### config.mk
export PLATFORM = sky130hd
export DESIGN_NAME = serial_fifo_ctrl
export DESIGN_NICKNAME = d
export VERILOG_FILES = /design/src/rtl/serial_pkg.sv /design/src/rtl/sync_fifo.sv /design/src/rtl/serial_fifo_ctrl.sv
export SDC_FILE = /design/constraint.sdc
export NUM_CORES = 1
export LEC_CHECK = 0
export CAP_MARGIN = 20
export CORE_UTILIZATION = 40
export CTS_CLUSTER_DIAMETER = 80
export DETAILED_ROUTE_END_ITERATION = 8
export GPL_TIMING_DRIVEN = 0
export HOLD_SLACK_MARGIN = 0.03
export PLACE_DENSITY_LB_ADDON = 0.05
export SLEW_MARGIN = 20
export SYNTH_ARGS = -nofsm -noshare
export SYNTH_HDL_FRONTEND = slang
export SYNTH_SLANG_ARGS = --single-unit
export TNS_END_PERCENT = 1
### constraint.sdc
create_clock -name clk -period 3.75 [get_ports clk]
set_clock_uncertainty 0.1 [all_clocks]
set_input_delay 0.75 -clock clk [delete_from_list [all_inputs] [get_ports clk]]
set_output_delay 0.75 -clock clk [all_outputs]
set_load 0.01 [all_outputs]
### src/rtl/serial_pkg.sv
// Shared definitions for serial_fifo_ctrl: register map, bit indices, sequencer states.
// Optional loopback (IE bit7) is compiled in only when SERIAL_LOOPBACK_EN is defined.
package serial_pkg;

  localparam logic [1:0] REG_DATA   = 2'd0;
  localparam logic [1:0] REG_STATUS = 2'd1;
  localparam logic [1:0] REG_IE     = 2'd2;
  localparam logic [1:0] REG_COUNT  = 2'd3;

  localparam int unsigned STAT_RX_NONEMPTY = 0;
  localparam int unsigned STAT_TX_NOTFULL  = 1;
  localparam int unsigned STAT_RX_OVF      = 2;
  localparam int unsigned STAT_TX_EMPTY    = 3;
  localparam int unsigned STAT_SEQ_IDLE    = 4;

  localparam int unsigned IE_RX       = 0;
  localparam int unsigned IE_TX_EMPTY = 1;
  localparam int unsigned IE_LOOPBACK = 7;

  localparam int unsigned HOLD_CYCLES = 2;
  localparam int unsigned HoldCntW    = (HOLD_CYCLES > 1) ? $clog2(HOLD_CYCLES) : 1;

  typedef enum logic [1:0] {
    StIdle  = 2'd0,
    StStart = 2'd1,
    StHold  = 2'd2,
    StDrain = 2'd3
  } seq_state_e;

endpackage

### src/rtl/sync_fifo.sv
// Single-clock FIFO with synchronous active-low reset. A pop on an empty FIFO is ignored;
// a push into a full FIFO is accepted only when a pop frees a slot in the same cycle.
module sync_fifo #(
  parameter int unsigned WIDTH      = 8,
  parameter int unsigned DEPTH_LOG2 = 4
) (
  input  logic                  clk_i,
  input  logic                  rst_ni,
  input  logic                  push_i,
  input  logic [WIDTH-1:0]      wdata_i,
  input  logic                  pop_i,
  output logic                  full_o,
  output logic                  empty_o,
  output logic [DEPTH_LOG2:0]   count_o,
  output logic [WIDTH-1:0]      head_o
);

  localparam int unsigned Depth = 2 ** DEPTH_LOG2;

  logic [WIDTH-1:0]      mem_q [Depth];
  logic [DEPTH_LOG2-1:0] wr_ptr_q, rd_ptr_q;
  logic [DEPTH_LOG2:0]   count_q;
  logic                  push_eff, pop_eff;

  // count never exceeds Depth, so its MSB alone marks full
  assign full_o   = count_q[DEPTH_LOG2];
  assign empty_o  = (count_q == '0);
  assign count_o  = count_q;
  assign head_o   = mem_q[rd_ptr_q];
  assign pop_eff  = pop_i & ~empty_o;
  assign push_eff = push_i & (~full_o | pop_eff);

  always_ff @(posedge clk_i) begin
    if (!rst_ni) begin
      wr_ptr_q <= '0;
      rd_ptr_q <= '0;
      count_q  <= '0;
    end else begin
      if (push_eff) wr_ptr_q <= wr_ptr_q + 1'b1;
      if (pop_eff)  rd_ptr_q <= rd_ptr_q + 1'b1;
      case ({push_eff, pop_eff})
        2'b10:   count_q <= count_q + 1'b1;
        2'b01:   count_q <= count_q - 1'b1;
        default: ;
      endcase
    end
  end

  always_ff @(posedge clk_i) begin
    if (push_eff) mem_q[wr_ptr_q] <= wdata_i;
  end

endmodule

### src/rtl/serial_fifo_ctrl.sv
// FIFO-buffered serial controller: RX/TX FIFOs, status/IE registers, transmit sequencer.
// Define SERIAL_LOOPBACK_EN to add the IE bit7 loopback path (TX head pushed into RX).
module serial_fifo_ctrl
  import serial_pkg::*;
#(
  parameter int unsigned DATA_WIDTH    = 8,
  parameter int unsigned RX_DEPTH_LOG2 = 4,
  parameter int unsigned TX_DEPTH_LOG2 = 4
) (
  input  logic                  clk,
  input  logic                  rst_n,
  input  logic                  enable_i,
  input  logic                  readEnable_i,
  input  logic [1:0]            addr_i,
  input  logic [31:0]           dataSave_i,
  output logic [31:0]           dataLoad_o,
  output logic                  int_o,
  input  logic                  rxdReady_i,
  input  logic [DATA_WIDTH-1:0] rxdData_i,
  input  logic                  txdBusy_i,
  output logic                  txdStart_o,
  output logic [DATA_WIDTH-1:0] txdData_o
);

  logic                  enable_q;
  logic                  access, rd_access, wr_access;
  logic                  ovf_q, ovf_set, ovf_clr;
  logic [1:0]            ie_q;
  logic                  loopback;
  seq_state_e            state_q;
  logic [HoldCntW-1:0]   hold_cnt_q;
  logic                  txd_start_q, int_q;
  logic [DATA_WIDTH-1:0] txd_data_q;

  logic                    rx_push, rx_pop, rx_full, rx_empty;
  logic [RX_DEPTH_LOG2:0]  rx_count;
  logic [DATA_WIDTH-1:0]   rx_wdata, rx_head;
  logic                    tx_push, tx_pop, tx_full, tx_empty;
  logic [TX_DEPTH_LOG2:0]  tx_count;
  logic [DATA_WIDTH-1:0]   tx_head;

  logic unused_wdata;
  assign unused_wdata = ^dataSave_i;

  // A held strobe must act once, so only its rising edge counts as an access
  assign access    = enable_i & ~enable_q;
  assign rd_access = access & readEnable_i;
  assign wr_access = access & ~readEnable_i;
  assign rx_pop    = rd_access & (addr_i == REG_DATA);
  assign tx_push   = wr_access & (addr_i == REG_DATA);
  assign tx_pop    = (state_q == StStart);

`ifdef SERIAL_LOOPBACK_EN
  logic lb_q;
  assign loopback = lb_q;
  assign rx_push  = lb_q ? tx_pop : rxdReady_i;
  assign rx_wdata = lb_q ? tx_head : rxdData_i;
`else
  assign loopback = 1'b0;
  assign rx_push  = rxdReady_i;
  assign rx_wdata = rxdData_i;
`endif

  assign ovf_set = rx_push & rx_full & ~rx_pop;
  assign ovf_clr = wr_access & (addr_i == REG_STATUS) & dataSave_i[STAT_RX_OVF];

  sync_fifo #(
    .WIDTH      (DATA_WIDTH),
    .DEPTH_LOG2 (RX_DEPTH_LOG2)
  ) u_rx_fifo (
    .clk_i   (clk),
    .rst_ni  (rst_n),
    .push_i  (rx_push),
    .wdata_i (rx_wdata),
    .pop_i   (rx_pop),
    .full_o  (rx_full),
    .empty_o (rx_empty),
    .count_o (rx_count),
    .head_o  (rx_head)
  );

  sync_fifo #(
    .WIDTH      (DATA_WIDTH),
    .DEPTH_LOG2 (TX_DEPTH_LOG2)
  ) u_tx_fifo (
    .clk_i   (clk),
    .rst_ni  (rst_n),
    .push_i  (tx_push),
    .wdata_i (dataSave_i[DATA_WIDTH-1:0]),
    .pop_i   (tx_pop),
    .full_o  (tx_full),
    .empty_o (tx_empty),
    .count_o (tx_count),
    .head_o  (tx_head)
  );

  always_ff @(posedge clk) begin
    if (!rst_n) begin
      enable_q <= 1'b0;
      ovf_q    <= 1'b0;
      ie_q     <= '0;
`ifdef SERIAL_LOOPBACK_EN
      lb_q     <= 1'b0;
`endif
    end else begin
      enable_q <= enable_i;
      // A drop in the same cycle as a clear wins, so no overflow goes unreported
      if (ovf_set)      ovf_q <= 1'b1;
      else if (ovf_clr) ovf_q <= 1'b0;
      if (wr_access && (addr_i == REG_IE)) begin
        ie_q <= {dataSave_i[IE_TX_EMPTY], dataSave_i[IE_RX]};
`ifdef SERIAL_LOOPBACK_EN
        lb_q <= dataSave_i[IE_LOOPBACK];
`endif
      end
    end
  end

  always_ff @(posedge clk) begin
    if (!rst_n) begin
      state_q     <= StIdle;
      hold_cnt_q  <= '0;
      txd_start_q <= 1'b0;
      txd_data_q  <= '0;
      int_q       <= 1'b0;
    end else begin
      txd_start_q <= 1'b0;
      int_q       <= (ie_q[0] & ~rx_empty) | (ie_q[1] & tx_empty & (state_q == StIdle));
      unique case (state_q)
        StIdle: begin
          if (!tx_empty && !txdBusy_i) state_q <= StStart;
        end
        StStart: begin
          if (loopback) begin
            state_q <= StIdle;
          end else begin
            txd_start_q <= 1'b1;
            txd_data_q  <= tx_head;
            hold_cnt_q  <= '0;
            state_q     <= StHold;
          end
        end
        // Transmitter raises busy with some latency; ignore it until HOLD expires
        StHold: begin
          if (hold_cnt_q == HoldCntW'(HOLD_CYCLES - 1)) state_q <= StDrain;
          else hold_cnt_q <= hold_cnt_q + 1'b1;
        end
        StDrain: begin
          if (!txdBusy_i) state_q <= StIdle;
        end
        default: state_q <= StIdle;
      endcase
    end
  end

  assign txdStart_o = txd_start_q;
  assign txdData_o  = txd_data_q;
  assign int_o      = int_q;

  always_comb begin
    dataLoad_o = '0;
    unique case (addr_i)
      REG_DATA: begin
        if (!rx_empty) dataLoad_o[DATA_WIDTH-1:0] = rx_head;
      end
      REG_STATUS: begin
        dataLoad_o[STAT_RX_NONEMPTY] = ~rx_empty;
        dataLoad_o[STAT_TX_NOTFULL]  = ~tx_full;
        dataLoad_o[STAT_RX_OVF]      = ovf_q;
        dataLoad_o[STAT_TX_EMPTY]    = tx_empty;
        dataLoad_o[STAT_SEQ_IDLE]    = (state_q == StIdle);
      end
      REG_IE: begin
        dataLoad_o[IE_RX]       = ie_q[0];
        dataLoad_o[IE_TX_EMPTY] = ie_q[1];
`ifdef SERIAL_LOOPBACK_EN
        dataLoad_o[IE_LOOPBACK] = lb_q;
`endif
      end
      REG_COUNT: begin
        dataLoad_o[8 +: TX_DEPTH_LOG2 + 1] = tx_count;
        dataLoad_o[0 +: RX_DEPTH_LOG2 + 1] = rx_count;
      end
      default: ;
    endcase
  end

endmodule
Yosys cells after proc, flatten, opt, wreduce, memory -nomap -nowiden
Memory sizes are Yosys's and may differ from the RTL's. A register that Yosys moved wholly into a read port is not among the register bits.
Index checks and enable logic that the tools add are counted.
{ "word_totals": {"reg_bits": 35, "mem_bits_rw": 256, "inputBits": 48, "elab_cells": 99, "n_memories": 2} }
{ "mem_list": {"columns": ["name", "words", "width", "read_ports", "rd_ports_with_merged_regs", "write_ports", "line_no", "source"], "rows": [
  ["u_rx_fifo.mem_q", 16, 8, 1, 1, 1, "sync_fifo.sv:20", "logic [WIDTH-1:0] mem_q [Depth];"],
  ["u_tx_fifo.mem_q", 16, 8, 1, 1, 1, "sync_fifo.sv:20", null]
]} }
{ "classes": {"addsub": 9, "n_eq_ne": 13, "n_mux": 22, "n_bitwise": 26, "n_reduce_logical": 14} }
{ "op_table": {"columns": ["op", "count"], "rows": [
  ["5-bit case mux with 2 select lines", 2],
  ["4-bit by 1-bit adder with 4-bit output (second input constant)", 4],
  ["1-bit bitwise AND", 16],
  ["2-bit case mux with 4 select lines", 2],
  ["2-bit == test (second input constant)", 6],
  ["5-bit by 1-bit adder with 5-bit output (second input constant)", 2],
  ["5-bit logical NOT", 2],
  ["5-bit by 1-bit subtractor with 5-bit output (second input constant)", 2],
  ["3-bit case mux with 3 select lines", 1],
  ["2-bit by 1-bit == test with 1-bit output (second input constant)", 4],
  ["1-bit 2-to-1 mux", 8],
  ["4-bit 2-to-1 mux", 2],
  ["8-bit 2-to-1 mux", 1],
  ["2-bit nonzero test", 4],
  ["1-bit inverter", 7],
  ["2-bit 2-to-1 mux", 3],
  ["5-bit 2-to-1 mux", 1],
  ["2-bit logical NOT", 2],
  ["2-bit inequality test (second input constant)", 2],
  ["1-bit logical NOT", 3],
  ["3-bit 2-to-1 mux", 1],
  ["1-bit OR", 3],
  ["3-bit AND reduction", 1],
  ["1-bit logical AND", 2],
  ["other kinds (3)", 3]
]} }

Longest topological paths before layout
Gate-level depths: netlist of run 1.
{ "depth": {"depth_word": 9, "ltp_mapped": 13, "depth_no_buf": 12} }

Hierarchy
A second synthesis of run 1 with hierarchy kept.
{ "hier_totals": {"hier_cells": 717, "hier_area_um2": 12941.2} }
{ "by_module_without_submodules": {"columns": ["mod", "instances", "cells_each", "area_each_um2", "seq_area_each_um2"], "rows": [
  ["sync_fifo", 2, 296, 5920.7, 4184.0],
  ["serial_fifo_ctrl", 1, 125, 1099.8, 340.3]
]} }

Least setup slack after synthesis of run 1
Ideal clock, no wire load.
{ "synth_path": {"path_kind": "input to register", "startpoint": "input port addr_i[1]", "endpoint": "register u_rx_fifo.count_q[2] (netlist: u_rx_fifo.count_o[2])", "setup_time_ps": 70, "arrival_ps": 3035, "t_required_ps": 3580, "path_slack_ps": 545, "path_stages": 13, "cell_sequence": "clkbuf_1 or2_2 o21ai_1 nand2_2 ha_1 buf_2 xor2_1 ha_1 inv_1 o31a_4 xor2_1 or3_1 a21boi_1"} }
{ "synth_between": {"elab_chain_len": 7, "elab_cells_between_ends": 9} }
{ "synth_lines": {"columns": ["element", "line_no", "source"], "rows": [
  ["from (decl)", "serial_fifo_ctrl.sv:14", "input logic [1:0] addr_i,"],
  ["2-bit logical NOT *", "serial_fifo_ctrl.sv:49", "assign rx_pop = rd_access & (addr_i == REG_DATA);"],
  ["1-bit bitwise AND *", "serial_fifo_ctrl.sv:49", null],
  ["1-bit bitwise AND *", "sync_fifo.sv:30", "assign pop_eff = pop_i & ~empty_o;"],
  ["1-bit OR", "sync_fifo.sv:31", "assign push_eff = push_i & (~full_o | pop_eff);"],
  ["1-bit bitwise AND", "sync_fifo.sv:31", null],
  ["2-bit by 1-bit == test with 1-bit output / 2-bit == test (equally long branches)", "sync_fifo.sv:41", "case ({push_eff, pop_eff})"],
  ["5-bit case mux with 2 select lines / 2-bit nonzero test (equally long branches)", null, null],
  ["to (signal assigned)", "sync_fifo.sv:42", "2'b10: count_q <= count_q + 1'b1;"],
  ["to (signal assigned)", "sync_fifo.sv:43", "2'b01: count_q <= count_q - 1'b1;"],
  ["to (decl)", "sync_fifo.sv:22", "logic [DEPTH_LOG2:0] count_q;"]
]} }
Every way passes the cells marked *; elsewhere a longest branch is shown, timed or not.
A chain may end at the register's enable or synchronous reset.

==> report_table.html, run 1 <==
<table>
<tr><th>Metric</th><th>Value</th></tr>
<tr><th colspan="2">Cells and area</th></tr>
<tr><td>Fraction of layout instances using a drive strength above 1</td><td>0.2039</td></tr>
<tr><td>Multi-input combinational cell area</td><td>3649 sq um</td></tr>
<tr><td>Number of nets in the layout</td><td>918</td></tr>
<tr><td>Area occupied by registers</td><td>8631 sq um</td></tr>
<tr><td>Ant. Diodes</td><td>0</td></tr>
<tr><td>Area added between synthesis and finish</td><td>17.51%</td></tr>
<tr><td>Leading cell type in the layout, fill and taps excluded</td><td>sky130_fd_sc_hd__edfxtp_1</td></tr>
<tr><td>Most frequent cells in the layout</td><td>sky130_fd_sc_hd__edfxtp_1 (256), sky130_fd_sc_hd__mux4_2 (64), sky130_fd_sc_hd__dfxtp_1 (45)</td></tr>
<tr><td>Fillcell total</td><td>2,670</td></tr>
<tr><th colspan="2">Setup path</th></tr>
<tr><td>R2R cell count</td><td>12</td></tr>
<tr><td>Capturing point of the worst reg2reg path</td><td>u_tx_fifo.count_o[4]</td></tr>
<tr><td>Kind of end point of the critical path</td><td>primary output</td></tr>
<tr><td>Crit-path max FO</td><td>10</td></tr>
<tr><td>Slack of the worst reg-to-reg path</td><td>0.47 ns</td></tr>
<tr><td>Nature of the critical path startpoint</td><td>flip-flop</td></tr>
<tr><td>Critical path required time</td><td>2.90 ns</td></tr>
<tr><td>Start of the worst register-to-register path</td><td>state_q[1]</td></tr>
<tr><td>Worst endpoint data arrival time</td><td>2.79 ns</td></tr>
<tr><td>Worst Setup Path Type</td><td>reg -&gt; out</td></tr>
<tr><th colspan="2">GRT</th></tr>
<tr><td>Grt ovf</td><td>0</td></tr>
<tr><td>GRT Total Usage</td><td>0.1757</td></tr>
<tr><td>Number of antenna violations at the first check in global routing</td><td>0</td></tr>
<tr><td>Global-route wire length before repair</td><td>40,840 um</td></tr>
<tr><td>Via count of the first global-routing pass</td><td>6,874</td></tr>
<tr><td>Maximum number of pins on one net before global-route repair</td><td>18</td></tr>
<tr><th colspan="2">Synth</th></tr>
<tr><td>Dominant cell type by area after synthesis</td><td>sky130_fd_sc_hd__edfxtp_1</td></tr>
<tr><td>Synthesized flop and latch total</td><td>303</td></tr>
<tr><td>Top-area cell type share of the netlist area</td><td>0.6127</td></tr>
<tr><td>Syn_area_per_cell</td><td>16.82 sq um</td></tr>
<tr><td>Dominant cells by area after synthesis</td><td>sky130_fd_sc_hd__edfxtp_1 (61%), sky130_fd_sc_hd__mux4_2 (11%), sky130_fd_sc_hd__dfxtp_1 (7.5%)</td></tr>
<tr><td>Cell count after synthesis</td><td>746</td></tr>
<tr><td>Fraction of registers with async set or reset after synthesis</td><td>0</td></tr>
<tr><td>Post-synthesis cell type count</td><td>57</td></tr>
<tr><td>EDFF count, synth</td><td>256</td></tr>
<tr><td>Number of synthesis warnings</td><td>0</td></tr>
<tr><td>Most common flop cell mapped by yosys</td><td>sky130_fd_sc_hd__edfxtp_1</td></tr>
<tr><td>Share of synthesized area occupied by flip-flops and latches</td><td>0.6877</td></tr>
<tr><td>Post-Synthesis Cell Area</td><td>12,550 sq um</td></tr>
<tr><th colspan="2">Die</th></tr>
<tr><td>Die area</td><td>32,080 sq um</td></tr>
<tr><td>Core area</td><td>30,750 sq um</td></tr>
<tr><td>Effective utilization at floorplan</td><td>0.4080</td></tr>
<tr><td>Die H</td><td>179.1 um</td></tr>
<tr><td>I/O pin count</td><td>90</td></tr>
<tr><td>Horizontal die dimension</td><td>179.1 um</td></tr>
<tr><td>Site Rows</td><td>64</td></tr>
<tr><th colspan="2">Clocking</th></tr>
<tr><td>Number of buffers inserted by post-CTS setup repair</td><td>0</td></tr>
<tr><td>Post-cts hold buffer count</td><td>0</td></tr>
<tr><td>CTS clk-pin slew, worst paths</td><td>0.06 ns</td></tr>
<tr><td>Clock net sink count</td><td>303</td></tr>
<tr><td>Gates resized, CTS repair</td><td>13</td></tr>
<tr><td>Clock latency on the worst-skew pair</td><td>0.52 ns</td></tr>
<tr><td>CTS tree</td><td>yes</td></tr>
<tr><td>Cts bufs inserted</td><td>35</td></tr>
<tr><td>H-Tree Depth</td><td>2</td></tr>
<tr><td>CTS Root Buffer Type</td><td>sky130_fd_sc_hd__clkbuf_16</td></tr>
<tr><td>Clock tree buffer depth</td><td>3</td></tr>
<tr><th colspan="2">Drt</th></tr>
<tr><td>Final ANT Viol Nets</td><td>0</td></tr>
<tr><td>Overall routed net length</td><td>26,940 um</td></tr>
<tr><td>DR vias</td><td>6,593</td></tr>
<tr><td>Number of DRC markers after the initial detailed-route iteration</td><td>538</td></tr>
<tr><td>Mean routed wirelength per cell</td><td>21.23 um</td></tr>
<tr><td>Average vias per placed instance</td><td>5.195</td></tr>
<tr><td>DR DRC count</td><td>10</td></tr>
<tr><td>First-pass detailed-route iteration total</td><td>9</td></tr>
<tr><th colspan="2">Place</th></tr>
<tr><td>Worst setup slack before clock tree synthesis</td><td>-0.3311 ns</td></tr>
<tr><td>Total of buffers placed on input and output ports</td><td>44</td></tr>
<tr><td>Placed wire-length estimate</td><td>18,510 um</td></tr>
<tr><td>RD Place Congestion</td><td>0.7846</td></tr>
<tr><th colspan="2">Timing</th></tr>
<tr><td>Unrepaired setup endpoints after global routing</td><td>yes</td></tr>
<tr><td>Crit path setup slack, layout</td><td>0.1075 ns</td></tr>
<tr><td>Actual transition at the worst max-transition pin</td><td>0.9590 ns</td></tr>
<tr><td>Headroom to the max-slew limit</td><td>0.3583</td></tr>
<tr><td>Final Critical Period</td><td>3.643 ns</td></tr>
<tr><td>Share of the clock period used by the worst path after layout</td><td>0.9713</td></tr>
<tr><td>Highest attainable clock frequency</td><td>0.2745 GHz</td></tr>
<tr><td>Final hold viol count</td><td>0</td></tr>
<tr><td>Number of max-slew violations in the final report</td><td>0</td></tr>
<tr><td>Setup-failing EPs final</td><td>0</td></tr>
<tr><th colspan="2">Power and ir drop</th></tr>
<tr><td>Overall power</td><td>7.534 mW</td></tr>
<tr><td>Share of total power in sequential cells</td><td>0.498</td></tr>
<tr><td>Comb pwr share</td><td>0.070</td></tr>
<tr><td>Power density over cell area</td><td>511.0 nW/um^2</td></tr>
<tr><td>Clock Power Share</td><td>0.431</td></tr>
<tr><td>Largest vdd supply drop</td><td>0.0003540 V</td></tr>
<tr><td>Internal power</td><td>5.897 mW</td></tr>
<tr><td>Switching power share of the total</td><td>0.2173</td></tr>
<tr><td>Reported leakage power</td><td>4.947 nW</td></tr>
<tr><td>Psw</td><td>1.637 mW</td></tr>
<tr><th colspan="2">Job</th></tr>
<tr><td>Max cap viols</td><td>0</td></tr>
<tr><th colspan="2">Status</th></tr>
<tr><td>Violations in the final reports</td><td>design-rule violations</td></tr>
<tr><td>Status</td><td>complete, but fails checks</td></tr>
<tr><th colspan="2">Hold path</th></tr>
<tr><td>Worst min-delay path startpoint</td><td>txdData_o[6]</td></tr>
<tr><td>Hold EP</td><td>txdData_o[6]</td></tr>
<tr><td>Worst hold path cell count</td><td>2</td></tr>
<tr><td>HP Class</td><td>reg -&gt; reg</td></tr>
</table>
## through the flow
stage | TNS [ns] | hold WS (ns) | cell area [sq um] | instances | util
2_1_floorplan | 0 | 0.3677 | 12610 | 764 | -
3_3_place_gp | -32.98 | 0.3699 | 13550 | 1204 | 0.4407
3_5_place_dp | -1.195 | 0.3681 | 13620 | 1208 | 0.4428
4_1_cts | 0 | 0.3819 | 14730 | 1269 | 0.4791
5_1_grt | -0.02962 | 0.4184 | 14740 | 1269 | 0.4795
6_report | 0 | 0.3785 | 14740 | 1269 | 0.4795
## kinds of logic after synthesis
family	share of synthesized area
compound gates	0.04408
xor+xnor	0.01256
fa+ha+maj	0.02254
buf+inv	0.03161
flops	0.6877
mux	0.1286
other cells	0.0002989
simple gates	0.07260
## flip-flops by register name, summed over array words and instances, names as in the netlist, 4 cells and up, named ones only
name,count
txdData_o,8
u_rx_fifo.count_o,5
u_rx_fifo.mem_q,128
u_rx_fifo.rd_ptr_q,4
u_rx_fifo.wr_ptr_q,4
u_tx_fifo.count_o,5
u_tx_fifo.mem_q,128
u_tx_fifo.rd_ptr_q,4
u_tx_fifo.wr_ptr_q,4
## critical path: stages, from the launching register on
cell,delay (ns)
sky130_fd_sc_hd__dfxtp_2,0.39
sky130_fd_sc_hd__buf_8,0.19
sky130_fd_sc_hd__mux4_2,0.53
sky130_fd_sc_hd__a22oi_1,0.27
sky130_fd_sc_hd__and3_1,0.26
sky130_fd_sc_hd__o21ai_0,0.13
sky130_fd_sc_hd__clkdlybuf4s50_1,0.51
## how the worst max path moves through the flow
stage	to	depth (start not counted)	slack, ns
final	dataLoad_o[3]	6	0.11
after CTS	dataLoad_o[3]	6	0.01
after detailed placement	u_rx_fifo.count_o[4]	14	-0.33
after global routing	dataLoad_o[0]	8	-0.02
after global placement	u_rx_fifo.mem_q[3][6]	6	-0.82
after floorplan	u_rx_fifo.count_o[2]	13	0.55
## power groups by stage
stage / clock network [mW] / registers (mW) / logic [mW]
after floorplan: 0 / 3.82 / 0.297
after global placement: 0 / 3.82 / 0.510
after detailed placement: 0 / 3.83 / 0.530
after CTS: 3.32 / 3.76 / 0.536
after global routing: 3.46 / 3.76 / 0.579
final: 3.25 / 3.76 / 0.528
## layer usage
layer,track usage,vias up,routed length [um]
met5,0,-,0
met4,0.03992,0,399
met3,0.03244,30,1114
met2,0.3131,126,14220
met1,0.2211,3367,11200
li1,-,3070,-
## cell type report
class / count / area share
Clock inverter: 20 / 0.01230
Sequential cell: 303 / 0.5854
Buffer: 60 / 0.02334
Tap cell: 396 / 0.03360
Inverter: 19 / 0.004837
Timing Repair Buffer: 48 / 0.03123
Clock buffer: 42 / 0.06186
Multi-Input combinational cell: 381 / 0.2475
## cells in the mapped netlist (16+ instances only)
library cell               number
sky130_fd_sc_hd__o21ai_0       17
sky130_fd_sc_hd__a22o_1        16
sky130_fd_sc_hd__nand2_1       35
sky130_fd_sc_hd__buf_4         20
sky130_fd_sc_hd__mux4_2        64
sky130_fd_sc_hd__inv_1         19
sky130_fd_sc_hd__nor2_1        26
sky130_fd_sc_hd__edfxtp_1     256
sky130_fd_sc_hd__ha_1          21
sky130_fd_sc_hd__clkbuf_1      28
sky130_fd_sc_hd__and2_1        20
sky130_fd_sc_hd__nor2b_1       17
sky130_fd_sc_hd__dfxtp_1       47
sky130_fd_sc_hd__and3_1        18
(Power assumes the default switching activity.)
==> run 2: changes to the inputs <==
- SYNTH_HIERARCHICAL: default -> 1
==> report_table.html, run 2 <==
<table>
<tr><th>Metric</th><th>Value</th></tr>
<tr><th colspan="2">Synth</th></tr>
<tr><td>Dominant cell type by area after synthesis</td><td>sky130_fd_sc_hd__edfxtp_1 (unchanged)</td></tr>
<tr><td>Cell count after synthesis</td><td>717 (was 746)</td></tr>
<tr><td>Xor and xnor fraction of the mapped netlist area</td><td>0.01218 (was 0.01256)</td></tr>
<tr><td>Post-synthesis compound-gate area fraction</td><td>0.02320 (was 0.04408)</td></tr>
<tr><td>Post-Synthesis Cell Area</td><td>12,940 sq um (was 12,550 sq um)</td></tr>
<tr><td>Fraction of registers with async set or reset after synthesis</td><td>0 (unchanged)</td></tr>
<tr><td>Mux share of post-synthesis cell area</td><td>0.1695 (was 0.1286)</td></tr>
<tr><td>Number of synthesis warnings</td><td>6 (was 0)</td></tr>
<tr><td>Combinational family with the most area after synthesis</td><td>multiplexers (unchanged)</td></tr>
<tr><td>Most frequent cells after synthesis</td><td>sky130_fd_sc_hd__edfxtp_1 (256), sky130_fd_sc_hd__dfxtp_1 (51), sky130_fd_sc_hd__mux4_1 (48), sky130_fd_sc_hd__nand2_1 (36) (was sky130_fd_sc_hd__edfxtp_1 (256), sky130_fd_sc_hd__mux4_2 (64), sky130_fd_sc_hd__dfxtp_1 (47), sky130_fd_sc_hd__nand2_1 (35), sky130_fd_sc_hd__clkbuf_1 (28))</td></tr>
<tr><td>EDFF count, synth</td><td>256 (unchanged)</td></tr>
<tr><td>Share of synthesized area occupied by flip-flops and latches</td><td>0.6729 (was 0.6877)</td></tr>
<tr><td>Fraction of the mapped netlist area in simple logic gates</td><td>0.06603 (was 0.07260)</td></tr>
<tr><td>Syn_area_per_cell</td><td>18.05 sq um (was 16.82 sq um)</td></tr>
<tr><td>Top-area cell type share of the netlist area</td><td>0.5940 (was 0.6127)</td></tr>
<tr><td>Synthesized flop and latch total</td><td>307 (was 303)</td></tr>
<tr><td>Post-synthesis share of cell area spent on full adders, half adders and majority gates</td><td>0.02030 (was 0.02254)</td></tr>
<tr><td>Most common flop cell mapped by yosys</td><td>sky130_fd_sc_hd__edfxtp_1 (unchanged)</td></tr>
<tr><td>Leading cell type by number of instances after synthesis</td><td>sky130_fd_sc_hd__edfxtp_1 (unchanged)</td></tr>
<tr><td>Post-synthesis cell type count</td><td>52 (was 57)</td></tr>
<tr><td>Dominant cells by area after synthesis</td><td>sky130_fd_sc_hd__edfxtp_1 (59%), sky130_fd_sc_hd__mux4_1 (9.7%), sky130_fd_sc_hd__dfxtp_1 (7.9%) (was sky130_fd_sc_hd__edfxtp_1 (61%), sky130_fd_sc_hd__mux4_2 (11%), sky130_fd_sc_hd__dfxtp_1 (7.5%))</td></tr>
<tr><th colspan="2">Cells and area</th></tr>
<tr><td>Leading cell type in the layout, fill and taps excluded</td><td>sky130_fd_sc_hd__edfxtp_1 (unchanged)</td></tr>
<tr><td>Ant. Diodes</td><td>0 (unchanged)</td></tr>
<tr><td>Util after Layout</td><td>0.4815 (was 0.4795)</td></tr>
<tr><td>Most frequent cells in the layout</td><td>sky130_fd_sc_hd__edfxtp_1 (256), sky130_fd_sc_hd__dfxtp_1 (50), sky130_fd_sc_hd__mux4_1 (42) (was sky130_fd_sc_hd__edfxtp_1 (256), sky130_fd_sc_hd__mux4_2 (64), sky130_fd_sc_hd__dfxtp_1 (45))</td></tr>
<tr><td>Multi-input combinational cell area</td><td>3944 sq um (was 3649 sq um)</td></tr>
<tr><td>Area added between synthesis and finish</td><td>18.01% (was 17.51%)</td></tr>
<tr><td>Fillcell total</td><td>2,687 (was 2,670)</td></tr>
<tr><td>Number of nets in the layout</td><td>893 (was 918)</td></tr>
<tr><td>Fraction of layout instances using a drive strength above 1</td><td>0.1929 (was 0.2039)</td></tr>
<tr><td>Area occupied by registers</td><td>8710 sq um (was 8631 sq um)</td></tr>
<tr><th colspan="2">Clocking</th></tr>
<tr><td>H-Tree Depth</td><td>2 (unchanged)</td></tr>
<tr><td>Post-cts hold buffer count</td><td>0 (unchanged)</td></tr>
<tr><td>CTS clk-pin slew, worst paths</td><td>0.06 ns (about the same)</td></tr>
<tr><td>Cts bufs inserted</td><td>35 (unchanged)</td></tr>
<tr><td>Clock net sink count</td><td>307 (was 303)</td></tr>
<tr><td>CTS Root Buffer Type</td><td>sky130_fd_sc_hd__clkbuf_16 (unchanged)</td></tr>
<tr><td>Clock latency on the worst-skew pair</td><td>0.50 ns (was 0.52 ns)</td></tr>
<tr><td>CTS tree</td><td>yes (unchanged)</td></tr>
<tr><td>Clock tree buffer depth</td><td>3 (unchanged)</td></tr>
<tr><th colspan="2">Setup path</th></tr>
<tr><td>Start of the worst register-to-register path</td><td>enable_q (was state_q[1])</td></tr>
<tr><td>Timing endpoint of the critical path</td><td>dataLoad_o[2] (was dataLoad_o[3])</td></tr>
<tr><td>Nature of the critical path startpoint</td><td>flip-flop (unchanged)</td></tr>
<tr><td>Crit-path max FO</td><td>10 (unchanged)</td></tr>
<tr><td>Worst Setup Path Type</td><td>reg -&gt; out (unchanged)</td></tr>
<tr><td>R2R cell count</td><td>12 (unchanged)</td></tr>
<tr><td>Kind of end point of the critical path</td><td>primary output (unchanged)</td></tr>
<tr><td>Worst endpoint data arrival time</td><td>2.86 ns (was 2.79 ns)</td></tr>
<tr><td>Highest cell delay on the worst timing path</td><td>0.58 ns (was 0.53 ns)</td></tr>
<tr><td>Master of the slowest instance on the critical path</td><td>sky130_fd_sc_hd__mux4_1 (was sky130_fd_sc_hd__mux4_2)</td></tr>
<tr><td>Cell breakdown of the critical path</td><td>buf_6 -&gt; buf_12 -&gt; mux4_1 -&gt; mux4_2 -&gt; a221oi_2 -&gt; a21oi_1 -&gt; dlygate4sd2_1 (was buf_8 -&gt; mux4_2 -&gt; a22oi_1 -&gt; and3_1 -&gt; o21ai_0 -&gt; clkdlybuf4s50_1)</td></tr>
<tr><td>Critical path required time</td><td>2.90 ns (about the same)</td></tr>
<tr><td>Capturing point of the worst reg2reg path</td><td>u_tx_fifo/count_o[4] (was u_tx_fifo.count_o[4])</td></tr>
<tr><td>Slack of the worst reg-to-reg path</td><td>0.60 ns (was 0.47 ns)</td></tr>
<tr><th colspan="2">Die</th></tr>
<tr><td>Effective utilization at floorplan</td><td>0.4080 (about the same)</td></tr>
<tr><td>Core area</td><td>31,720 sq um (was 30,750 sq um)</td></tr>
<tr><td>Die H</td><td>181.9 um (was 179.1 um)</td></tr>
<tr><td>Site Rows</td><td>65 (was 64)</td></tr>
<tr><td>Die area</td><td>33,080 sq um (was 32,080 sq um)</td></tr>
<tr><td>Horizontal die dimension</td><td>181.9 um (was 179.1 um)</td></tr>
<tr><td>I/O pin count</td><td>90 (unchanged)</td></tr>
<tr><th colspan="2">Timing</th></tr>
<tr><td>Setup-failing EPs final</td><td>0 (unchanged)</td></tr>
<tr><td>Unrepaired setup endpoints after global routing</td><td>yes (unchanged)</td></tr>
<tr><td>Highest attainable clock frequency</td><td>0.2693 GHz (was 0.2745 GHz)</td></tr>
<tr><td>Actual transition at the worst max-transition pin</td><td>0.8518 ns (was 0.9590 ns)</td></tr>
<tr><td>Final Critical Period</td><td>3.713 ns (was 3.643 ns)</td></tr>
<tr><td>Final hold viol count</td><td>0 (unchanged)</td></tr>
<tr><td>Crit path setup slack, layout</td><td>0.03654 ns (was 0.1075 ns)</td></tr>
<tr><td>Share of the clock period used by the worst path after layout</td><td>0.9903 (was 0.9713)</td></tr>
<tr><td>Headroom to the max-slew limit</td><td>0.4300 (was 0.3583)</td></tr>
<tr><td>Number of max-slew violations in the final report</td><td>0 (unchanged)</td></tr>
<tr><th colspan="2">Drt</th></tr>
<tr><td>Final ANT Viol Nets</td><td>0 (unchanged)</td></tr>
<tr><td>Overall routed net length</td><td>26,440 um (was 26,940 um)</td></tr>
<tr><td>First-pass detailed-route iteration total</td><td>4 (was 9)</td></tr>
<tr><td>Number of DRC markers after the initial detailed-route iteration</td><td>388 (was 538)</td></tr>
<tr><td>DR vias</td><td>6,477 (was 6,593)</td></tr>
<tr><td>DR DRC count</td><td>0 (was 10)</td></tr>
<tr><td>Mean routed wirelength per cell</td><td>21.12 um (was 21.23 um)</td></tr>
<tr><td>Average vias per placed instance</td><td>5.173 (was 5.195)</td></tr>
<tr><th colspan="2">Job</th></tr>
<tr><td>Max cap viols</td><td>0 (unchanged)</td></tr>
<tr><th colspan="2">GRT</th></tr>
<tr><td>GRT Total Usage</td><td>0.1635 (was 0.1757)</td></tr>
<tr><td>Grt ovf</td><td>0 (unchanged)</td></tr>
<tr><td>Maximum number of pins on one net before global-route repair</td><td>18 (unchanged)</td></tr>
<tr><td>Global-route wire length before repair</td><td>40,100 um (was 40,840 um)</td></tr>
<tr><td>Number of antenna violations at the first check in global routing</td><td>0 (unchanged)</td></tr>
<tr><td>Via count of the first global-routing pass</td><td>6,791 (was 6,874)</td></tr>
<tr><th colspan="2">Power and ir drop</th></tr>
<tr><td>Psw</td><td>1.589 mW (was 1.637 mW)</td></tr>
<tr><td>Reported leakage power</td><td>5.106 nW (was 4.947 nW)</td></tr>
<tr><td>Internal power</td><td>5.962 mW (was 5.897 mW)</td></tr>
<tr><td>Share of total power in sequential cells</td><td>0.499 (was 0.498)</td></tr>
<tr><td>Largest vdd supply drop</td><td>0.0003858 V (was 0.0003540 V)</td></tr>
<tr><td>Power density over cell area</td><td>494.4 nW/um^2 (was 511.0 nW/um^2)</td></tr>
<tr><td>Switching power share of the total</td><td>0.2105 (was 0.2173)</td></tr>
<tr><td>Clock Power Share</td><td>0.437 (was 0.431)</td></tr>
<tr><td>Comb pwr share</td><td>0.064 (was 0.070)</td></tr>
<tr><th colspan="2">Place</th></tr>
<tr><td>Placed wire-length estimate</td><td>18,650 um (was 18,510 um)</td></tr>
<tr><td>Worst setup slack before clock tree synthesis</td><td>-1.141 ns (was -0.3311 ns)</td></tr>
<tr><td>Total of buffers placed on input and output ports</td><td>46 (was 44)</td></tr>
<tr><td>RD Place Congestion</td><td>0.7501 (was 0.7846)</td></tr>
<tr><th colspan="2">Hold path</th></tr>
<tr><td>HP Class</td><td>reg -&gt; reg (unchanged)</td></tr>
<tr><th colspan="2">Status</th></tr>
<tr><td>Status</td><td>finished, final reports clean (was complete, but fails checks)</td></tr>
</table>
run 2: power by group through the flow:
stage	clock (mW)	combinational, mW	sequential (mW)
finish	3.30	0.482	3.77
global route	3.53	0.526	3.77
CTS	3.40	0.484	3.77
detailed placement	0	0.478	3.84
global placement	0	0.463	3.84
floorplan	0	0.270	3.84
run 2: cell families after synthesis:
logic type,Yosys count
buffers and inverters,72
other,1
xor gates and xnor gates,18
AOI/OAI and AO/OA,39
DFF,307
muxes,101
adders and majority gates,21
and+or+nand+nor,158
run 2: critical path, delay by kind of cell, from the launching register on:
family | cells | cell delay (ns)
mux | 2 | 1.10
buf+inv | 3 | 0.61
flops | 1 | 0.32
compound gates | 2 | 0.32
run 2: layout make-up:
cell class	instances	area share
flip-flops and latches	307	0.5703
multi-input cells	356	0.2582
clock buffers	47	0.06235
repair buffers	52	0.03318
well taps	402	0.03293
plain buffers	60	0.02867
clock inverters	16	0.01139
inverters	12	0.002949
run 2: layer usage:
metal | GRT usage | part of all wire | vias to the layer above | wire [um]
met1 | 0.1864 | 0.40 | 3317 | 10610
met4 | 0.05008 | 0.021 | 0 | 558
met5 | 0 | 0 | - | 0
met3 | 0.02547 | 0.030 | 39 | 784
met2 | 0.3120 | 0.55 | 118 | 14490
li1 | - | - | 3003 | -
run 2: what timing repair did:
| action | 4_1_cts | 5_1_grt |
|---|---|---|
| setup endpoints to repair | 30 | 11 |
| cloned | 0 | 0 |
| setup buffers | 0 | 2 |
| gates resized for setup | 28 | 14 |
| endpoints found under the hold margin | 0 | 0 |
| pin swaps | 1 | 0 |
run 2: stage by stage:
step / instance area (sq um) / std cells / hold WS [ns] / power (mW) / setup TNS (ns)
global placement: 13970 / 1183 / 0.3693 / 4.302 / -123.61
detailed placement: 14040 / 1187 / 0.3698 / 4.321 / -89.23
finish: 15270 / 1252 / 0.3832 / 7.551 / 0
CTS: 15230 / 1250 / 0.3826 / 7.656 / -0.1836
floorplan: 13010 / 735 / 0.3457 / 4.114 / 0
global route: 15270 / 1252 / 0.3971 / 7.833 / -0.1300
run 2: how the worst min path moves through the flow:
stage | from | cells after the start | to
2_1_floorplan | ie_q[0] | 2 | ie_q[0]
6_report | ie_q[1] | 2 | ie_q[1]
3_3_place_gp | ie_q[0] | 2 | ie_q[0]
5_1_grt | ie_q[1] | 2 | ie_q[1]
3_5_place_dp | ie_q[1] | 2 | ie_q[1]
4_1_cts | ie_q[1] | 2 | ie_q[1]
==> run 3: changes to the inputs <==
- CORE_UTILIZATION: 40 -> 35
==> report_table.html, run 3 (same netlist as run 2, synthesis figures left out) <==
<table>
<tr><th>Metric</th><th>Value</th></tr>
<tr><th colspan="2">Timing</th></tr>
<tr><td>Setup-failing EPs final</td><td>0 (unchanged)</td></tr>
<tr><td>Final Critical Period</td><td>3.683 ns (was 3.713 ns)</td></tr>
<tr><td>Actual transition at the worst max-transition pin</td><td>1.087 ns (was 0.8518 ns)</td></tr>
<tr><td>Worst hold slack across all endpoints</td><td>0.4019 ns (was 0.3832 ns)</td></tr>
<tr><td>Unrepaired setup endpoints after global routing</td><td>yes (unchanged)</td></tr>
<tr><td>Highest attainable clock frequency</td><td>0.2715 GHz (was 0.2693 GHz)</td></tr>
<tr><td>Number of max-slew violations in the final report</td><td>0 (unchanged)</td></tr>
<tr><td>Headroom to the max-slew limit</td><td>0.2728 (was 0.4300)</td></tr>
<tr><td>Final hold viol count</td><td>0 (unchanged)</td></tr>
<tr><td>Crit path setup slack, layout</td><td>0.06685 ns (was 0.03654 ns)</td></tr>
<tr><td>Share of the clock period used by the worst path after layout</td><td>0.9822 (was 0.9903)</td></tr>
<tr><th colspan="2">GRT</th></tr>
<tr><td>Via count of the first global-routing pass</td><td>7,034 (was 6,791)</td></tr>
<tr><td>GRT Total Usage</td><td>0.1540 (was 0.1635)</td></tr>
<tr><td>GR peak layer</td><td>met2 (unchanged)</td></tr>
<tr><td>Routing usage on met1</td><td>0.2114 (was 0.1864)</td></tr>
<tr><td>Maximum number of pins on one net before global-route repair</td><td>18 (unchanged)</td></tr>
<tr><td>Global-route wire length before repair</td><td>43,150 um (was 40,100 um)</td></tr>
<tr><td>Grt met2 use</td><td>0.2491 (was 0.3120)</td></tr>
<tr><td>Number of antenna violations at the first check in global routing</td><td>1 (was 0)</td></tr>
<tr><td>Met3 routing resource usage after global routing</td><td>0.02846 (was 0.02547)</td></tr>
<tr><td>Grt ovf</td><td>0 (unchanged)</td></tr>
<tr><th colspan="2">Clocking</th></tr>
<tr><td>CTS tree</td><td>yes (unchanged)</td></tr>
<tr><td>H-Tree Depth</td><td>2 (unchanged)</td></tr>
<tr><td>CTS Root Buffer Type</td><td>sky130_fd_sc_hd__clkbuf_16 (unchanged)</td></tr>
<tr><td>Cts bufs inserted</td><td>35 (unchanged)</td></tr>
<tr><td>Clock latency on the worst-skew pair</td><td>0.51 ns (was 0.50 ns)</td></tr>
<tr><td>CTS clk-pin slew, worst paths</td><td>0.05 ns (was 0.06 ns)</td></tr>
<tr><td>Clock net sink count</td><td>307 (unchanged)</td></tr>
<tr><td>Post-cts hold buffer count</td><td>0 (unchanged)</td></tr>
<tr><td>Clock tree buffer depth</td><td>3 (unchanged)</td></tr>
<tr><th colspan="2">Cells and area</th></tr>
<tr><td>Area added between synthesis and finish</td><td>17.86% (was 18.01%)</td></tr>
<tr><td>Area occupied by registers</td><td>8708 sq um (was 8710 sq um)</td></tr>
<tr><td>Summed area of non-filler cells in the final layout</td><td>15,250 sq um (was 15,270 sq um)</td></tr>
<tr><td>Multi-input combinational cell area</td><td>3933 sq um (was 3944 sq um)</td></tr>
<tr><td>Leading cell type in the layout, fill and taps excluded</td><td>sky130_fd_sc_hd__edfxtp_1 (unchanged)</td></tr>
<tr><td>Fraction of layout instances using a drive strength above 1</td><td>0.1828 (was 0.1929)</td></tr>
<tr><td>Most frequent cells in the layout</td><td>sky130_fd_sc_hd__edfxtp_1 (256), sky130_fd_sc_hd__dfxtp_1 (51), sky130_fd_sc_hd__mux4_1 (42) (was sky130_fd_sc_hd__edfxtp_1 (256), sky130_fd_sc_hd__dfxtp_1 (50), sky130_fd_sc_hd__mux4_1 (42))</td></tr>
<tr><td>Number of nets in the layout</td><td>893 (unchanged)</td></tr>
<tr><td>Non-filler instance count after layout</td><td>1,317 (was 1,252)</td></tr>
<tr><td>Fillcell total</td><td>3,235 (was 2,687)</td></tr>
<tr><th colspan="2">Setup path</th></tr>
<tr><td>Family with the most delay on the worst path</td><td>multiplexers (unchanged)</td></tr>
<tr><td>Critical path buffers and inverters</td><td>3 (unchanged)</td></tr>
<tr><td>Critical path required time</td><td>2.90 ns (about the same)</td></tr>
<tr><td>Crit-path max FO</td><td>10 (unchanged)</td></tr>
<tr><td>Kind of end point of the critical path</td><td>primary output (unchanged)</td></tr>
<tr><td>Cell breakdown of the critical path</td><td>buf_6 -&gt; buf_12 -&gt; mux4_1 -&gt; mux4_2 -&gt; a221oi_2 -&gt; a21oi_1 -&gt; clkdlybuf4s15_1 (was buf_6 -&gt; buf_12 -&gt; mux4_1 -&gt; mux4_2 -&gt; a221oi_2 -&gt; a21oi_1 -&gt; dlygate4sd2_1)</td></tr>
<tr><td>Master of the slowest instance on the critical path</td><td>sky130_fd_sc_hd__mux4_1 (unchanged)</td></tr>
<tr><td>Nature of the critical path startpoint</td><td>flip-flop (unchanged)</td></tr>
<tr><td>Worst endpoint data arrival time</td><td>2.83 ns (was 2.86 ns)</td></tr>
<tr><td>Worst Setup Path Type</td><td>reg -&gt; out (unchanged)</td></tr>
<tr><td>Start of the worst register-to-register path</td><td>u_rx_fifo/count_o[1] (was enable_q)</td></tr>
<tr><td>Highest cell delay on the worst timing path</td><td>0.56 ns (was 0.58 ns)</td></tr>
<tr><th colspan="2">Drt</th></tr>
<tr><td>DR DRC count</td><td>0 (unchanged)</td></tr>
<tr><td>First-pass detailed-route iteration total</td><td>4 (unchanged)</td></tr>
<tr><td>Final ANT Viol Nets</td><td>0 (unchanged)</td></tr>
<tr><td>Overall routed net length</td><td>28,350 um (was 26,440 um)</td></tr>
<tr><td>Mean routed wirelength per cell</td><td>21.52 um (was 21.12 um)</td></tr>
<tr><td>DR vias</td><td>6,635 (was 6,477)</td></tr>
<tr><td>Average vias per placed instance</td><td>5.038 (was 5.173)</td></tr>
<tr><td>Number of DRC markers after the initial detailed-route iteration</td><td>318 (was 388)</td></tr>
<tr><th colspan="2">Place</th></tr>
<tr><td>Worst setup slack before clock tree synthesis</td><td>-0.9507 ns (was -1.141 ns)</td></tr>
<tr><td>Total of buffers placed on input and output ports</td><td>46 (unchanged)</td></tr>
<tr><td>RD Place Congestion</td><td>0.7462 (was 0.7501)</td></tr>
<tr><td>Placed wire-length estimate</td><td>19,420 um (was 18,650 um)</td></tr>
<tr><td>Post-place instance area</td><td>14,090 sq um (was 14,040 sq um)</td></tr>
<tr><td>Placed cells</td><td>1,249 (was 1,187)</td></tr>
<tr><th colspan="2">Power and ir drop</th></tr>
<tr><td>Reported leakage power</td><td>5.087 nW (was 5.106 nW)</td></tr>
<tr><td>Psw</td><td>1.569 mW (was 1.589 mW)</td></tr>
<tr><td>Overall power</td><td>7.362 mW (was 7.551 mW)</td></tr>
<tr><td>Clock Power Share</td><td>0.423 (was 0.437)</td></tr>
<tr><td>Comb pwr share</td><td>0.064 (about the same)</td></tr>
<tr><td>Largest vdd supply drop</td><td>0.0002151 V (was 0.0003858 V)</td></tr>
<tr><td>Power density over cell area</td><td>482.7 nW/um^2 (was 494.4 nW/um^2)</td></tr>
<tr><td>Share of total power in sequential cells</td><td>0.513 (was 0.499)</td></tr>
<tr><td>Internal power</td><td>5.793 mW (was 5.962 mW)</td></tr>
<tr><td>Switching power share of the total</td><td>0.2132 (was 0.2105)</td></tr>
<tr><th colspan="2">Status</th></tr>
<tr><td>Status</td><td>finished, final reports clean (unchanged)</td></tr>
<tr><th colspan="2">Hold path</th></tr>
<tr><td>Worst min-delay path startpoint</td><td>ie_q[0] (was ie_q[1])</td></tr>
<tr><td>HP Class</td><td>reg -&gt; reg (unchanged)</td></tr>
<tr><th colspan="2">Die</th></tr>
<tr><td>Die area</td><td>37,750 sq um (was 33,080 sq um)</td></tr>
<tr><td>Die H</td><td>194.3 um (was 181.9 um)</td></tr>
<tr><td>Site Rows</td><td>70 (was 65)</td></tr>
<tr><td>Horizontal die dimension</td><td>194.3 um (was 181.9 um)</td></tr>
<tr><td>Core area</td><td>36,520 sq um (was 31,720 sq um)</td></tr>
<tr><td>I/O pin count</td><td>90 (unchanged)</td></tr>
<tr><td>Effective utilization at floorplan</td><td>0.3543 (was 0.4080)</td></tr>
<tr><th colspan="2">Job</th></tr>
<tr><td>Max cap viols</td><td>0 (unchanged)</td></tr>
</table>
==> run 3: stage by stage <==
step / TNS (ns) / utilization
after floorplan: 0 / -
after global placement: -112.12 / 0.3848
after detailed placement: -107.63 / 0.3859
after CTS: -0.1943 / 0.4161
after global routing: -0.2074 / 0.4175
final: 0 / 0.4176
==> run 3: final cells by class <==
class	count	area share
well taps	468	0.03839
clock inverters	14	0.006645
clock buffers	47	0.06177
flip-flops and latches	307	0.5710
inverters	12	0.002953
diodes	1	0.0001641
multi-input cells	356	0.2578
plain buffers	60	0.02863
repair buffers	52	0.03265
==> run 3: power groups by stage <==
stage,logic [mW],registers (mW),clock network [mW]
detailed placement,0.469,3.84,0
global placement,0.453,3.84,0
global route,0.521,3.78,3.35
floorplan,0.270,3.84,0
CTS,0.478,3.77,3.23
finish,0.474,3.77,3.11
==> run 3: tightest hold or removal path, cell delays in order, from the launching register on <==
cell and delay (ns):
sky130_fd_sc_hd__dfxtp_1 0.33, sky130_fd_sc_hd__nand2_1 0.07, sky130_fd_sc_hd__mux2i_1 0.05
==> run 3: metal layers <==
| metal | wire (um) | part of all wire |
|---|---|---|
| met2 | 13430 | 0.47 |
| met5 | 0 | 0 |
| met4 | 537 | 0.019 |
| met1 | 12960 | 0.46 |
| met3 | 1417 | 0.050 |
==> run 3: final timing paths <==
kind                          end  slack [ns]  cells after the start
min                       ie_q[0]        0.40                      2
max reg2reg  u_rx_fifo/count_o[4]        0.66                     11
max                 dataLoad_o[1]        0.07                      7
min reg2reg               ie_q[0]        0.40                      2
==> run 3: repair_timing <==
item | CTS | global route
buffers inserted | 0 | 6
endpoints found under the setup margin | 68 | 9
endpoints found under the hold margin | 0 | 0
pin swaps | 1 | 4
gates resized for setup | 29 | 12
==> RTL change: new RTL, config.mk and constraints of run 1 <==
Re-encode `seq_state_e` (4 states) as one-hot, 4 bits wide.
--- a/src/rtl/serial_pkg.sv
+++ b/src/rtl/serial_pkg.sv
@@ -22,7 +22,7 @@
 
-  typedef enum logic [1:0] {
-    StIdle  = 2'd0,
-    StStart = 2'd1,
-    StHold  = 2'd2,
-    StDrain = 2'd3
+  typedef enum logic [3:0] {
+    StIdle  = 4'b0001,
+    StStart = 4'b0010,
+    StHold  = 4'b0100,
+    StDrain = 4'b1000
   } seq_state_e;
Formal check against the unedited RTL: same outputs for any inputs over 4 cycles, from zero or initial values and one cycle with rst_n low; so few cycles prove little.
==> RTL change against run 1 <==
- worst setup slack worse by 0.11 ns
- wire length up 4.3%
- total power down 0.90%
- first-iteration DRC count down 1.9%
- maximum frequency down 2.8%
- final cell count unchanged
- register-to-register slack worse by 0.02 ns
- non-clock buffer count down 2
- cell area up 0.45%
- count of clock-buffer cells in the layout up 1
- area after synthesis down 0.50%
- sequential cell count up 2
- highest routed layer unchanged
==> RTL change: results (changes against run 1) <==
- Vias in the first global route: 7099 (was 6874)
- The max capacitance violation total came to 0 (unchanged).
- Fraction of power spent switching nets: 0.2020 (was 0.2173)
* Num CTS Buffers: 34 (was 35)
- Worst-path clk slew: 0.06 ns (about the same)
- The number of DRC markers after the initial detailed-route iteration came to 528 (was 538).
* Placed insts: 1207 (was 1208)
- Outcome: finished clean (was finished, violations left).
* Clock insertion delay at the later pin of the skew report: 0.50 ns (was 0.52 ns)
* Synth Instances: 745 (was 746)
- Power density cells: 504.1 nW/µm² (was 511.0 nW/µm²)
- Wire length per cell: 22.13 µm (was 21.23 µm)
* Final worst-path cycle share: 0.9998 (was 0.9713)
* Static power due to leakage: 4.925 nW (was 4.947 nW)
- The proportion of layout cells with a drive suffix above 1 came to 0.2108 (was 0.2039).
- Count of unique library cells instantiated by Yosys: 52 (was 57)
- The global-route wire length before repair is 42440 µm (was 40840 µm).
* Sequential cell area fraction in the yosys report: 0.6943 (was 0.6877)
- The origin of the critical flop-to-flop path is state_q[1] (unchanged).
* Number of fill cells: 2633 (was 2670)
- 1st-pass router iterations: 5 (was 9)
- Number of antenna violations at the first check in global routing: 0 (unchanged)
- The total number of vias came to 6876 (was 6593).
* # diodes: 0 (unchanged)
- The worst endpoint data arrival time was 2.90 ns (was 2.79 ns).
- The final net count was 912 (was 918).
- Final HPWL from detailed placement: 18950 µm (was 18510 µm)
- The number of synthesis warnings came to 0 (unchanged).
- Slack of the worst reg-to-reg path: 0.45 ns (was 0.47 ns)
- Commonest cells in the synthesized netlist: edfxtp_1, mux4_2, dfxtp_1 (unchanged).
* Launching instance or port of the critical path: addr_i[0]
- The relative max-transition margin is 0.3272 (was 0.3583).
- The global-route total usage across every layer was 0.1824 (was 0.1757).
* Share of power burned in combinational logic: 0.043 (was 0.070)
- Post-synth ARST share: 0 (unchanged)
* Hold WS: 0.3779 ns (was 0.3785 ns)
- Maximum vdd ir drop: 253.9 µV (was 354.0 µV)
- The number of synthesized flops with an enable pin is 256 (unchanged).
- Post-placement setup slack: -0.7202 ns (was -0.3311 ns)
- Top post-synthesis cells by area: edfxtp_1, mux4_2, dfxtp_1 (unchanged).
- Last weighted congestion value of the routability-driven placer: 0.8092 (was 0.7846)
* Total clock network power: 3.41 mW (was 3.25 mW)
- Highest fanout seen on the critical path: 10 (unchanged)
* Area after DPL: 13550 µm² (was 13620 µm²)
RTL change: changes by cell type after synthesis, moves of 3 or more:
cell / delta
mux2i_1: -3
buf_1: +3
a21oi_1: +3
o21ai_0: +4
nand2_1: -11
ha_1: -5
nor2b_1: +3
buf_2: -3
nor2_1: +14
nand3b_1: -10
inv_1: -5
nand3_1: +6
RTL change: critical path: stages:
cell	delay, ns
clkdlybuf4s50_1	0.52
clkbuf_1	0.33
nor2_1	0.12
nand2_2	0.26
a21oi_2	0.11
a221o_1	0.30
clkdlybuf4s50_1	0.50
RTL change: per-layer routing:
layer / vias to the layer above / global-route usage / routed length [µm]
li1: 3083 / - / -
met1: 3560 / 0.2551 / 12850
met2: 195 / 0.2955 / 13330
met3: 38 / 0.03181 / 1451
met4: 0 / 0.04590 / 452
met5: - / 0 / 0
RTL change: kinds of logic after synthesis:
family	Yosys count	synth area share
and+or+nand+nor	174	0.07426
other	1	0.0003004
DFF	305	0.6943
buffers and inverters	72	0.02816
xor gates and xnor gates	19	0.01333
AOI/OAI and AO/OA	79	0.04510
adders and majority gates	17	0.01764
muxes	78	0.1269
RTL change: final timing paths:
check	end	depth (start not counted)
max reg2reg	u_tx_fifo.count_o[4]	10
max	dataLoad_o[1]	7
min reg2reg	txdData_o[6]	2
min	txdData_o[6]	2
RTL change: timing repair:
action	4_1_cts	5_1_grt
pin swaps	1	2
resized for setup	18	9
setup endpoints to repair	11	9
setup buffers	0	3
RTL change: layout make-up:
class                   instances  area, µm²  area share
clock buffers                  43      978.4     0.06606
well taps                     396      495.5     0.03345
flip-flops and latches        305       8671      0.5855
multi-input cells             386       3625      0.2447
repair buffers                 51      483.0     0.03261
plain buffers                  55      316.6     0.02137
clock inverters                19      188.9     0.01276
inverters                      14      52.55    0.003548
